File: config.mk
export PLATFORM = sky130hd
export DESIGN_NAME = writeback_unit_flat
export DESIGN_NICKNAME = d
export VERILOG_FILES = /design/src/rtl/wb_pkg.sv /design/src/rtl/wb_if.sv /design/src/rtl/wb_fifo.sv /design/src/rtl/writeback_unit.sv /design/src/flat_wrapper.sv
export SDC_FILE = /design/constraint.sdc
export NUM_CORES = 1
export LEC_CHECK = 0
export BUFFER_PORTS_ARGS = -buffer_cell sky130_fd_sc_hd__buf_4
export CAP_MARGIN = 20
export CELL_PAD_IN_SITES_DETAIL_PLACEMENT = 1
export CELL_PAD_IN_SITES_GLOBAL_PLACEMENT = 1
export CORE_MARGIN = 1
export CORE_UTILIZATION = 45
export DETAILED_ROUTE_END_ITERATION = 16
export HOLD_SLACK_MARGIN = 0.02
export MAX_ROUTING_LAYER = met4
export PLACE_DENSITY = 0.77
export REMOVE_ABC_BUFFERS = 1
export SYNTH_ARGS = -nofsm -noshare
export SYNTH_HDL_FRONTEND = slang
export SYNTH_SLANG_ARGS = --single-unit
File: constraint.sdc
create_clock -name Clk -period 5 [get_ports Clk]
set_input_delay 0.25 -clock Clk [delete_from_list [all_inputs] [get_ports Clk]]
set_output_delay 0.25 -clock Clk [all_outputs]
set_load 0.005 [all_outputs]
File: src/rtl/wb_pkg.sv
// Shared types and constants for the register-file writeback path.
package wb_pkg;

  localparam int unsigned AW            = 4;
  localparam int unsigned DW            = 32;
  localparam int unsigned NREGS         = 16;
  localparam int unsigned DEFAULT_DEPTH = 4;

  typedef struct packed {
    logic [AW-1:0] rd;
    logic [DW-1:0] data;
  } entry_t;

  // One-hot register select, used to build the pending-write mask.
  function automatic logic [NREGS-1:0] onehot(input logic [AW-1:0] r);
    logic [NREGS-1:0] v;
    v    = '0;
    v[r] = 1'b1;
    return v;
  endfunction

endpackage

File: src/rtl/wb_if.sv
// Result channels, register-file write port and forwarding query bus.
interface wb_if;
  import wb_pkg::*;

  logic             AluValid;
  logic [AW-1:0]    AluRd;
  logic [DW-1:0]    AluData;
  logic             AluReady;
  logic             LdValid;
  logic [AW-1:0]    LdRd;
  logic [DW-1:0]    LdData;
  logic             LdReady;
  logic             Stall;
  logic [AW-1:0]    A3;
  logic [DW-1:0]    D3;
  logic             IsWb;
  logic [AW-1:0]    RdA1;
  logic             Hit1;
  logic [DW-1:0]    Fwd1;
  logic [AW-1:0]    RdA2;
  logic             Hit2;
  logic [DW-1:0]    Fwd2;
  logic [NREGS-1:0] PendMask;

  // Writeback unit side
  modport slave (
    input  AluValid, AluRd, AluData, LdValid, LdRd, LdData, Stall, RdA1, RdA2,
    output AluReady, LdReady, A3, D3, IsWb, Hit1, Fwd1, Hit2, Fwd2, PendMask
  );

  // Producer / register-file / operand-fetch side
  modport master (
    output AluValid, AluRd, AluData, LdValid, LdRd, LdData, Stall, RdA1, RdA2,
    input  AluReady, LdReady, A3, D3, IsWb, Hit1, Fwd1, Hit2, Fwd2, PendMask
  );
endinterface

File: src/rtl/wb_fifo.sv
// Synchronous write queue; exposes all slots for the forwarding search.
module wb_fifo
  import wb_pkg::*;
#(
  parameter  int unsigned DEPTH = DEFAULT_DEPTH,
  localparam int unsigned PW    = $clog2(DEPTH)
) (
  input  logic                    Clk,
  input  logic                    Reset,
  input  logic                    push,
  input  entry_t                  push_entry,
  input  logic                    pop,
  output entry_t                  head,
  output logic                    full,
  output logic                    empty,
  output logic [PW:0]             count,
  output logic [PW-1:0]           rptr,
  output entry_t [DEPTH-1:0]      entries,
  output logic [DEPTH-1:0]        valids
);

  entry_t        mem [DEPTH];
  logic [PW-1:0] wptr;
  logic          do_push;
  logic          do_pop;

  assign full    = (count == (PW+1)'(DEPTH));
  assign empty   = (count == '0);
  assign do_push = push && !full;
  assign do_pop  = pop && !empty;
  assign head    = mem[rptr];

  // Pointer, occupancy and slot-valid bookkeeping
  always_ff @(posedge Clk or negedge Reset) begin
    if (!Reset) begin
      wptr   <= '0;
      rptr   <= '0;
      count  <= '0;
      valids <= '0;
    end else begin
      if (do_push) begin
        valids[wptr] <= 1'b1;
        wptr         <= wptr + PW'(1);
      end
      if (do_pop) begin
        valids[rptr] <= 1'b0;
        rptr         <= rptr + PW'(1);
      end
      if (do_push && !do_pop)
        count <= count + (PW+1)'(1);
      else if (!do_push && do_pop)
        count <= count - (PW+1)'(1);
    end
  end

  // Entry storage; contents are qualified by the valid bits
  always_ff @(posedge Clk) begin
    if (do_push)
      mem[wptr] <= push_entry;
  end

  // Present every slot for the forwarding search
  always_comb begin
    entries = '0;
    for (int unsigned i = 0; i < DEPTH; i++)
      entries[i] = mem[i];
  end

endmodule

File: src/rtl/writeback_unit.sv
// Register-file write port producer: arbitrates ALU/load results into a
// FIFO, drains one per cycle, and provides forwarding plus a busy mask.
module writeback_unit
  import wb_pkg::*;
#(
  parameter int unsigned DEPTH = DEFAULT_DEPTH
) (
  input logic  Clk,
  input logic  Reset,
  wb_if.slave  bus
);

  localparam int unsigned PW = $clog2(DEPTH);

  logic               full;
  logic               empty;
  logic [PW:0]        count;
  logic [PW-1:0]      rptr;
  entry_t [DEPTH-1:0] entries;
  logic [DEPTH-1:0]   valids;
  entry_t             head;
  logic               push;
  logic               pop;
  entry_t             push_entry;

  logic               wb_v;
  logic [AW-1:0]      wb_rd;
  logic [DW-1:0]      wb_data;

  logic               hit1;
  logic               hit2;
  logic [DW-1:0]      fwd1;
  logic [DW-1:0]      fwd2;
  logic [NREGS-1:0]   pend;
  logic [PW-1:0]      idx;
  entry_t             e;

  // Load has fixed priority over ALU; readies held low during reset
  assign bus.LdReady  = Reset && !full;
  assign bus.AluReady = Reset && !full && !bus.LdValid;
  assign push         = (bus.LdValid && bus.LdReady) || (bus.AluValid && bus.AluReady);
  assign push_entry   = bus.LdValid ? entry_t'{rd: bus.LdRd,  data: bus.LdData}
                                    : entry_t'{rd: bus.AluRd, data: bus.AluData};
  assign pop          = !bus.Stall && !empty;

  wb_fifo #(.DEPTH(DEPTH)) u_fifo (
    .Clk        (Clk),
    .Reset      (Reset),
    .push       (push),
    .push_entry (push_entry),
    .pop        (pop),
    .head       (head),
    .full       (full),
    .empty      (empty),
    .count      (count),
    .rptr       (rptr),
    .entries    (entries),
    .valids     (valids)
  );

  // Output stage: one register-file write strobe per drained entry
  always_ff @(posedge Clk or negedge Reset) begin
    if (!Reset) begin
      wb_v    <= 1'b0;
      wb_rd   <= '0;
      wb_data <= '0;
    end else if (pop) begin
      wb_v    <= 1'b1;
      wb_rd   <= head.rd;
      wb_data <= head.data;
    end else begin
      wb_v    <= 1'b0;
    end
  end

  assign bus.IsWb = wb_v;
  assign bus.A3   = wb_rd;
  assign bus.D3   = wb_data;

  // Forwarding and pending mask from registered state only.
  // Output stage is applied first, then queue entries oldest to newest so a
  // later match overwrites: equivalent to a newest-first, first-hit search.
  always_comb begin
    hit1 = 1'b0;
    fwd1 = '0;
    hit2 = 1'b0;
    fwd2 = '0;
    pend = '0;
    idx  = '0;
    e    = '0;
    if (wb_v) begin
      pend = onehot(wb_rd);
      if (wb_rd == bus.RdA1) begin
        hit1 = 1'b1;
        fwd1 = wb_data;
      end
      if (wb_rd == bus.RdA2) begin
        hit2 = 1'b1;
        fwd2 = wb_data;
      end
    end
    for (int unsigned i = 0; i < DEPTH; i++) begin
      idx = rptr + PW'(i);
      e   = entries[idx];
      if (i < 32'(count)) begin
        if (e.rd == bus.RdA1) begin
          hit1 = 1'b1;
          fwd1 = e.data;
        end
        if (e.rd == bus.RdA2) begin
          hit2 = 1'b1;
          fwd2 = e.data;
        end
      end
      if (valids[PW'(i)])
        pend = pend | onehot(entries[PW'(i)].rd);
    end
  end

  assign bus.Hit1     = hit1;
  assign bus.Fwd1     = fwd1;
  assign bus.Hit2     = hit2;
  assign bus.Fwd2     = fwd2;
  assign bus.PendMask = pend;

endmodule

File: src/flat_wrapper.sv
// flat-port wrapper written by rule: the top's interface ports become plain ports
module writeback_unit_flat import wb_pkg::*;
#(
  parameter int unsigned DEPTH = DEFAULT_DEPTH
)
  (Clk, Reset, bus_AluValid, bus_AluRd, bus_AluData, bus_LdValid, bus_LdRd, bus_LdData, bus_Stall, bus_RdA1, bus_RdA2, bus_AluReady, bus_LdReady, bus_A3, bus_D3, bus_IsWb, bus_Hit1, bus_Fwd1, bus_Hit2, bus_Fwd2, bus_PendMask);
  wb_if bus_i ();
  input logic Clk;
  input logic Reset;
  input wire logic [$bits(bus_i.AluValid)-1:0] bus_AluValid;
  input wire logic [$bits(bus_i.AluRd)-1:0] bus_AluRd;
  input wire logic [$bits(bus_i.AluData)-1:0] bus_AluData;
  input wire logic [$bits(bus_i.LdValid)-1:0] bus_LdValid;
  input wire logic [$bits(bus_i.LdRd)-1:0] bus_LdRd;
  input wire logic [$bits(bus_i.LdData)-1:0] bus_LdData;
  input wire logic [$bits(bus_i.Stall)-1:0] bus_Stall;
  input wire logic [$bits(bus_i.RdA1)-1:0] bus_RdA1;
  input wire logic [$bits(bus_i.RdA2)-1:0] bus_RdA2;
  output wire logic [$bits(bus_i.AluReady)-1:0] bus_AluReady;
  output wire logic [$bits(bus_i.LdReady)-1:0] bus_LdReady;
  output wire logic [$bits(bus_i.A3)-1:0] bus_A3;
  output wire logic [$bits(bus_i.D3)-1:0] bus_D3;
  output wire logic [$bits(bus_i.IsWb)-1:0] bus_IsWb;
  output wire logic [$bits(bus_i.Hit1)-1:0] bus_Hit1;
  output wire logic [$bits(bus_i.Fwd1)-1:0] bus_Fwd1;
  output wire logic [$bits(bus_i.Hit2)-1:0] bus_Hit2;
  output wire logic [$bits(bus_i.Fwd2)-1:0] bus_Fwd2;
  output wire logic [$bits(bus_i.PendMask)-1:0] bus_PendMask;
  assign bus_i.AluValid = bus_AluValid;
  assign bus_i.AluRd = bus_AluRd;
  assign bus_i.AluData = bus_AluData;
  assign bus_i.LdValid = bus_LdValid;
  assign bus_i.LdRd = bus_LdRd;
  assign bus_i.LdData = bus_LdData;
  assign bus_i.Stall = bus_Stall;
  assign bus_i.RdA1 = bus_RdA1;
  assign bus_i.RdA2 = bus_RdA2;
  assign bus_AluReady = bus_i.AluReady;
  assign bus_LdReady = bus_i.LdReady;
  assign bus_A3 = bus_i.A3;
  assign bus_D3 = bus_i.D3;
  assign bus_IsWb = bus_i.IsWb;
  assign bus_Hit1 = bus_i.Hit1;
  assign bus_Fwd1 = bus_i.Fwd1;
  assign bus_Hit2 = bus_i.Hit2;
  assign bus_Fwd2 = bus_i.Fwd2;
  assign bus_PendMask = bus_i.PendMask;
  writeback_unit #(.DEPTH(DEPTH)) u_core (.Clk(Clk), .Reset(Reset), .bus(bus_i));
endmodule
==> results of run 1 <==
cells in the final DEF, fill, tap and decap left out, types with 11 or more instances in the layout:
master       n
a21oi_1     33
a221oi_1    64
buf_4      235
clkbuf_16   17
dfrtp_1     46
edfxtp_1   144
ha_1        12
mux2_2      68
mux2i_1     33
mux4_2      60
mux4_4      20
nand2_1    218
nand2b_1    11
nand3_1     15
nand3b_1    14
nor2_1      51
nor3_1      17
o211ai_1    64
o21ai_0     38
o221ai_1    64
o22ai_1     15
xnor2_1     20
xor2_1      25
metrics by stage:
step,setup TNS (ps),hold WS (ps),cell area (um^2),setup WS [ps]
2_1_floorplan,-332160,-45.6,12900,-4840
3_3_place_gp,0,497,15300,875
3_5_place_dp,0,491,15300,823
4_1_cts,0,23.1,15800,336
5_1_grt,0,61.6,15800,128
6_report,0,9.64,15800,286
sequential cells by signal, indices dropped and copies added, names as in the netlist:
| signal | flops |
|---|---|
| u_core.bus.A3 | 4 |
| u_core.bus.D3 | 32 |
| u_core.bus.IsWb | 1 |
| u_core.u_fifo.count | 3 |
| u_core.u_fifo.mem | 144 |
| u_core.u_fifo.rptr | 2 |
| u_core.u_fifo.valids | 4 |
| u_core.u_fifo.wptr | 2 |
worst max path at each step:
stage	startpoint	to	slack, ps	cells past startpoint
floorplan	u_core.u_fifo.rptr[0]	bus_Fwd1[0]	-4840	8
global placement	u_core.u_fifo.rptr[0]	bus_Fwd2[9]	880	10
detailed placement	u_core.u_fifo.rptr[0]	bus_Fwd2[9]	820	10
CTS	u_core.u_fifo.rptr[0]	bus_Fwd2[9]	340	10
global route	u_core.u_fifo.rptr[0]	bus_Fwd2[9]	130	10
finish	u_core.u_fifo.rptr[0]	bus_Fwd2[9]	290	10
cells in the mapped netlist (6+ instances only):
cell,instances
nand2_1,218
edfxtp_1,144
mux2_2,68
a221oi_1,64
o211ai_1,64
o221ai_1,64
mux4_2,60
clkbuf_1,57
nor2_1,53
dfrtp_1,48
o21ai_0,38
a21oi_1,35
mux2i_1,33
buf_2,26
xor2_1,25
mux4_4,20
xnor2_1,20
buf_6,18
nor3_1,17
nand3_1,16
o22ai_1,15
nand3b_1,14
ha_1,13
buf_4,11
nand2b_1,11
inv_1,10
buf_1,9
or3_1,8
and2_1,6
nor3b_1,6
layout make-up:
type | instances | area [um^2]
Multi-Input combinational cell | 905 | 7450
Clock inverter | 14 | 119
Timing Repair Buffer | 235 | 1760
Tap cell | 390 | 488
Fill cell | 3215 | 14000
Inverter | 11 | 41.3
Clock buffer | 18 | 429
Sequential cell | 192 | 5530
routing by layer:
| layer | global-route usage (%) | vias up |
|---|---|---|
| met5 | - | - |
| met4 | 14.4 | 0 |
| met3 | 5.12 | 132 |
| met2 | 51.9 | 714 |
| met1 | 40.6 | 6148 |
| li1 | - | 5102 |
where the power goes:
group	leakage, nW	switching [mW]	internal (mW)
sequential	1.89	0.459	2.13
combinational	3.74	3.85	3.27
clock	0.272	0.685	0.657
total	5.90	4.99	6.06
worst max-delay path, cell delays in order (launching register included):
cell	delay, ps
dfrtp_4	570
inv_1	160
ha_4	560
mux4_2	410
xnor2_1	160
nand2_1	120
or4_2	680
buf_4	310
nand2b_4	480
o221ai_1	330
buf_4	220
kinds of logic after synthesis:
| kind of cell | count (synthesis) | synth area share, % |
|---|---|---|
| AO/OA/AOI/OAI | 298 | 16.1 |
| XOR/XNOR | 45 | 2.88 |
| adder cells (fa/ha/maj) | 13 | 1.19 |
| buffers and inverters | 140 | 5.81 |
| flip-flops | 192 | 40.4 |
| multiplexers | 181 | 21.5 |
| AND/OR/NAND/NOR | 368 | 12.1 |
==> flow_summary.json, run 1 <==
{
  "final_cells": 1765,
  "hold_violations": 0,
  "ioPinCount": 206,
  "start_util_pct": 45.9,
  "drtPass1Iterations": 5,
  "grt.overflow.total": 0,
  "die_x_um": 176,
  "synth_area_per_cell_um2": 11.1,
  "finalSetupViolations": 0,
  "hold_class": "in2async",
  "synth_edf_count": 144,
  "num_vias": 12100,
  "rr_startpoint": "u_core.u_fifo.rptr[0]",
  "max_cap_viol_count": 0,
  "fmax_mhz": 212,
  "synthArstFlopShare_pct": 25.0,
  "finalCriticalPeriod_ps": 4710,
  "startpoint_type": "flip-flop",
  "syn-instance-count": 1237,
  "routed_wirelength_um": 48700,
  "grt_usage_pct": 32.4,
  "port_buffers": 205,
  "cts_repair_resize_count": 0,
  "clkSinkCount": 192,
  "outcome": "complete, no violations",
  "hold_buffers": 0,
  "yosysTopAreaCell": "edfxtp_1",
  "insertion_delay_ps": 450,
  "dpl.hpwl_um": 30800,
  "cts_tree": "done",
  "finalCritPeriodShare_pct": 94.3,
  "m1WireLength_um": 19200,
  "detail_route.vias_per_cell": 6.85,
  "relSlewSlack_pct": 27.9,
  "grt_setup_unrepaired": "no",
  "synth.distinct_cells": 54,
  "topRoutingLayerUsed": "met4",
  "dr_wl_met3_um": 4260,
  "crit_arrival_ps": 4460,
  "synth-main-ff-cell": "edfxtp_1",
  "fp-row-count": 63,
  "place_congestion": 0.895,
  "syn_area_um2": 13700,
  "yosys-top-cells-area": "edfxtp_1, mux4_2, dfrtp_1, nand2_1, mux2_2",
  "area_delta_synth_final_pct": 15.6,
  "vdd_drop_max_v": 0.000392,
  "finalMaxSlewViolations": 0,
  "synth.ff_latch_count": 192,
  "drive_above_1_share_pct": 32.0,
  "die_area_um2": 31100,
  "die-height_um": 176,
  "h-tree-depth": 4,
  "core_area_um2": 29800,
  "drt_iter0_drc": 1095,
  "yosys_warnings": 0,
  "endpoint_kind": "output port",
  "rrSetupSlack_ps": 1900,
  "final_core_util_pct": 53.1,
  "power_mw": 11.0,
  "p_leak_nw": 5.90,
  "grt_pass1_wl_um": 73600,
  "yosysSeqAreaShare_pct": 40.4,
  "grt_pass1_vias": 12500,
  "dr_wl_met2_um": 23700,
  "drt-wirelength-per-cell_um": 27.6,
  "crit_type": "reg2out",
  "synth_top_area_share_pct": 31.6,
  "drc_errors": 0,
  "rr_worst_depth": 7,
  "clk_pin_slew_ps": 80,
  "cts_setup_buffers": 0,
  "grt_max_degree": 67,
  "antenna_found_initial": 0,
  "worstReg2RegEnd": "u_core.bus.D3[7]",
  "cts-root-buf": "clkbuf_16",
  "power.density_nw_per_um2": 698,
  "numCtsBuffers": 17,
  "required_ps": 4750,
  "ant_nets": 0,
  "cts.path.max_buffers": 2,
  "nets": 1460,
  "dp_cells": 1733,
  "fin_skew_ps": 20.8,
  "diodes": 0,
  "cp_max_fo": 34,
  "worst_pin_slew_ps": 1080
}
(Power assumes the default switching activity.)
==> inputs of run 2 (changes only) <==
BUFFER_PORTS_ARGS = -buffer_cell sky130_fd_sc_hd__buf_2   (was -buffer_cell sky130_fd_sc_hd__buf_4)
==> flow_summary.json, run 2 (synthesized netlist as in run 1, its figures left out) <==
{
  "relSlewSlack_pct": 30.9,
  "power_mw": 10.7,
  "grt_setup_unrepaired": "no",
  "final_cells": 1764,
  "place_congestion": 0.891,
  "final.setup.tns_ps": 0,
  "ant_nets": 0,
  "fp-row-count": 63,
  "diodes": 0,
  "layout_commonest_cell": "nand2_1",
  "grt_usage_pct": 31.9,
  "clkSinkCount": 192,
  "drc_errors": 0,
  "ioPinCount": 206,
  "endpoint_kind": "output port",
  "num_vias": 12100,
  "cts_repair_resize_count": 0,
  "area_delta_synth_final_pct": 12.4,
  "hold_slack_ps": 14.0,
  "finalCritPeriodShare_pct": 93.8,
  "crit_arrival_ps": 4440,
  "outcome": "complete, no violations",
  "dpl.hpwl_um": 31300,
  "drt_iter0_drc": 1332,
  "drt-wirelength-per-cell_um": 27.0,
  "largest_reg_flops": 144,
  "cts_setup_buffers": 0,
  "required_ps": 4750,
  "startpoint_type": "flip-flop",
  "grt.overflow.total": 0,
  "cts-root-buf": "clkbuf_16",
  "die-height_um": 176,
  "cpPeakStageDelay_ps": 630,
  "finalSetupViolations": 0,
  "fin_skew_ps": 20.8,
  "slowest_stage": "mux4_2",
  "cts_tree": "done",
  "max_cap_viol_count": 0,
  "hold_violations": 0,
  "finalCriticalPeriod_ps": 4690,
  "port_buffers": 205,
  "cp_max_fo": 30,
  "numCtsBuffers": 17,
  "power.density_nw_per_um2": 699,
  "drive_above_1_share_pct": 32.0,
  "final_core_util_pct": 51.6,
  "antenna_found_initial": 1,
  "fmax_mhz": 213,
  "vdd_drop_max_v": 0.000402,
  "final_cell_mix": "nand2_1, buf_2, edfxtp_1",
  "cts.path.max_buffers": 2,
  "crit_type": "reg2out",
  "insertion_delay_ps": 450,
  "die_area_um2": 31100,
  "largest_register": "u_core.u_fifo.mem",
  "routed_wirelength_um": 47700,
  "h-tree-depth": 4,
  "drtPass1Iterations": 6,
  "finalMaxSlewViolations": 0,
  "detail_route.vias_per_cell": 6.88,
  "crit_chain": "inv_1 -> ha_4 -> mux4_2 -> xnor2_1 -> nand3_1 -> nor2_4 -> buf_4 -> a221oi_1 -> o221ai_1 -> buf_2",
  "p_leak_nw": 5.81,
  "worst_pin_slew_ps": 1040,
  "dp_cells": 1732,
  "grt_pass1_vias": 12600,
  "die_x_um": 176,
  "hold_buffers": 0,
  "hold_class": "in2async",
  "clk_pin_slew_ps": 80,
  "start_util_pct": 45.9,
  "grt_pass1_wl_um": 73000,
  "core_area_um2": 29800,
  "nets": 1459,
  "grt_max_degree": 67
}
run 2: where the power goes:
group	total, mW	internal [mW]	switching [mW]
sequential	2.62	2.13	0.494
combinational	6.68	2.90	3.78
clock	1.44	0.758	0.682
total	10.7	5.79	4.96
run 2: worst paths after layout:
check / startpoint / endpoint / slack [ps] / cells after the start
worst max-delay path: u_core.u_fifo.rptr[0] / bus_Fwd1[14] / 310 / 10
worst min-delay path: Reset / u_core.bus.A3[3] / 10 / 2
min in group Clk: bus_AluData[17] / u_core.u_fifo.mem[2][17] / 150 / 2
worst min register to register: u_core.bus.D3[2] / u_core.bus.D3[2] / 550 / 2
worst max register to register: u_core.u_fifo.count[0] / u_core.u_fifo.mem[2][3] / 2010 / 6
max in group asynchronous: Reset / u_core.u_fifo.rptr[0] / 4370 / 2
run 2: final cells by class:
| cell class | instances | area [um^2] |
|---|---|---|
| Timing Repair Buffer | 234 | 1270 |
| Clock buffer | 18 | 429 |
| Inverter | 11 | 41.3 |
| Clock inverter | 14 | 173 |
| Fill cell | 3226 | 14400 |
| Multi-Input combinational cell | 905 | 7450 |
| Sequential cell | 192 | 5530 |
| Tap cell | 390 | 488 |
run 2: stage by stage:
stage          setup slack (ps)  area (um^2)
2_1_floorplan             -4840        12900
3_3_place_gp                986        14700
3_5_place_dp                856        14800
4_1_cts                     356        15400
5_1_grt                    83.7        15400
6_report                    310        15400
run 2: critical path, delay by kind of cell (launching register included):
| family | cells | cell delay, ps |
|---|---|---|
| adders and majority gates | 1 | 620 |
| AOI/OAI and AO/OA | 2 | 380 |
| xor gates and xnor gates | 1 | 240 |
| buffers and inverters | 3 | 710 |
| DFF | 1 | 610 |
| and+or+nand+nor | 2 | 790 |
| muxes | 1 | 630 |
run 2: per-layer routing:
| layer | track usage [%] | wire, um |
|---|---|---|
| met1 | 40.1 | 18900 |
| met2 | 52.8 | 23500 |
| met5 | - | 0 |
| met4 | 12.0 | 1440 |
| met3 | 3.88 | 3790 |
==> inputs of run 3 (changes only) <==
CORE_UTILIZATION = 42   (was 45)
PLACE_DENSITY = 0.75   (was 0.77)
clock period = 3.8 ns   (was 5 ns; I/O delays follow)
==> flow_summary.json, run 3 (synthesized netlist as in run 1, its figures left out) <==
{
  "outcome": "complete, no violations",
  "hold_slack_ps": 94.7,
  "finalSetupViolations": 0,
  "required_ps": 3610,
  "port_buffers": 205,
  "max_cap_viol_count": 0,
  "grt.overflow.total": 0,
  "vdd_drop_max_v": 0.000630,
  "ioPinCount": 206,
  "drtPass1Iterations": 6,
  "final.setup.tns_ps": 0,
  "numCtsBuffers": 17,
  "clkSinkCount": 192,
  "grt_pass1_vias": 12700,
  "place_congestion": 0.876,
  "power_mw": 14.3,
  "layout_commonest_cell": "nand2_1",
  "hold_violations": 0,
  "num_vias": 12200,
  "topRoutingLayerUsed": "met4",
  "drive_above_1_share_pct": 33.1,
  "dr_wl_met2_um": 23400,
  "die-height_um": 182,
  "detail_route.vias_per_cell": 6.64,
  "p_leak_nw": 5.96,
  "cts-root-buf": "clkbuf_16",
  "hold_class": "in2reg",
  "place_ws_ps": 291,
  "fin_skew_ps": 10.4,
  "endpoint_kind": "output port",
  "crit_type": "reg2out",
  "dpl.hpwl_um": 32100,
  "ant_nets": 0,
  "finalCritPeriodShare_pct": 98.4,
  "m1WireLength_um": 20500,
  "die_area_um2": 33300,
  "whs_path_depth": 2,
  "grt_setup_unrepaired": "no",
  "clk_pin_slew_ps": 70,
  "cts.path.max_buffers": 2,
  "power.density_nw_per_um2": 909,
  "grt_max_degree": 131,
  "finalCriticalPeriod_ps": 3740,
  "swShare_pct": 46.2,
  "final_cell_mix": "nand2_1, buf_2, edfxtp_1",
  "area_delta_synth_final_pct": 14.8,
  "relSlewSlack_pct": 29.3,
  "cts_tree": "done",
  "startpoint_type": "flip-flop",
  "intPower_mw": 7.69,
  "dr_wl_met3_um": 4110,
  "core_area_um2": 31800,
  "worst_slack_ps": 62.1,
  "pwr-share-comb_pct": 64.4,
  "die_x_um": 182,
  "finalMaxSlewViolations": 0,
  "seqPwrFrac_pct": 23.5,
  "drt-wirelength-per-cell_um": 27.0,
  "fmax_mhz": 268,
  "insertion_delay_ps": 450,
  "p_switching_mw": 6.59,
  "grt_pass1_wl_um": 75800,
  "routed_wirelength_um": 49400,
  "antenna_found_initial": 1,
  "grt_usage_pct": 31.1,
  "worst_pin_slew_ps": 1060,
  "nets": 1482,
  "fin_area_um2": 15700,
  "cp_max_fo": 18,
  "crit_arrival_ps": 3550,
  "drt_iter0_drc": 1400,
  "fillCellCount": 3457,
  "rr_worst_depth": 6,
  "h-tree-depth": 4,
  "start_util_pct": 43.0,
  "fp-row-count": 65,
  "clkPwrFrac_pct": 12.1,
  "drc_errors": 0,
  "place_area_um2": 15000,
  "largest_reg_flops": 144,
  "largest_register": "u_core.u_fifo.mem"
}
[run 3: cell types whose count changed in the layout (fill, tap and decap cells not counted), sizes merged]
cell	delta
buf	+21
bufinv	-2
clkbuf	+4
clkinv	-2
diode	+1
dlygate4sd3	+1
nand2b	+1
[run 3: power groups by stage]
stage / Sequential [mW] / Combinational (mW) / Clock [mW]
5_1_grt: 3.41 / 9.85 / 1.81
2_1_floorplan: 3.53 / 5.54 / 0
3_5_place_dp: 3.38 / 8.92 / 0
6_report: 3.36 / 9.19 / 1.73
3_3_place_gp: 3.34 / 8.65 / 0
4_1_cts: 3.34 / 9.03 / 1.74
[run 3: worst max-delay path, cell delays in order, from the launching register on]
cell	delay [ps]
edfxtp_1	640
mux4_2	620
xor2_1	180
nor4_2	400
and2_2	270
buf_4	330
a221oi_1	170
o221ai_1	310
buf_2	170
[run 3: through the flow]
stage	std cells	util, %
after floorplan	1108	-
after global placement	1791	47.2
after detailed placement	1791	47.2
after CTS	1827	49.1
after global routing	1833	49.4
final	1833	49.4
[run 3: cell type report]
type / instances / area [um^2] / share of cell area, %
multi-input combinational: 906 / 7490 / 47.7
sequential: 192 / 5530 / 35.2
timing repair buffer: 256 / 1560 / 9.91
tap: 435 / 544 / 3.47
clock buffer: 22 / 464 / 2.96
clock inverter: 10 / 76.3 / 0.486
inverter: 11 / 41.3 / 0.263
antenna: 1 / 2.50 / 0.0159
[run 3: timing repair]
action | 4_1_cts | 5_1_grt
endpoints found under the setup margin | 59 | 48
resized for setup | 8 | 10
pin swaps | 0 | 1
hold buffers | 1 | 0
buffers inserted | 2 | 5
cloned | 1 | 0
endpoints found under the hold margin | 48 | 0
[run 3: metal layers]
layer | up-vias | GRT usage, %
li1 | 5141 | -
met3 | 122 | 5.61
met5 | - | -
met2 | 735 | 49.5
met4 | 0 | 11.9
met1 | 6174 | 39.5
[run 3: path summary, 6_finish.rpt]
kind	from	end	slack, ps
max	u_core.u_fifo.mem[2][34]	bus_Fwd2[17]	60
max in group asynchronous	Reset	u_core.u_fifo.rptr[0]	2660
min	bus_LdData[6]	u_core.u_fifo.mem[2][6]	90
min in group asynchronous	Reset	u_core.bus.A3[0]	510
min reg2reg	u_core.bus.D3[1]	u_core.bus.D3[1]	540
max reg2reg	u_core.u_fifo.count[0]	u_core.u_fifo.mem[1][9]	1190
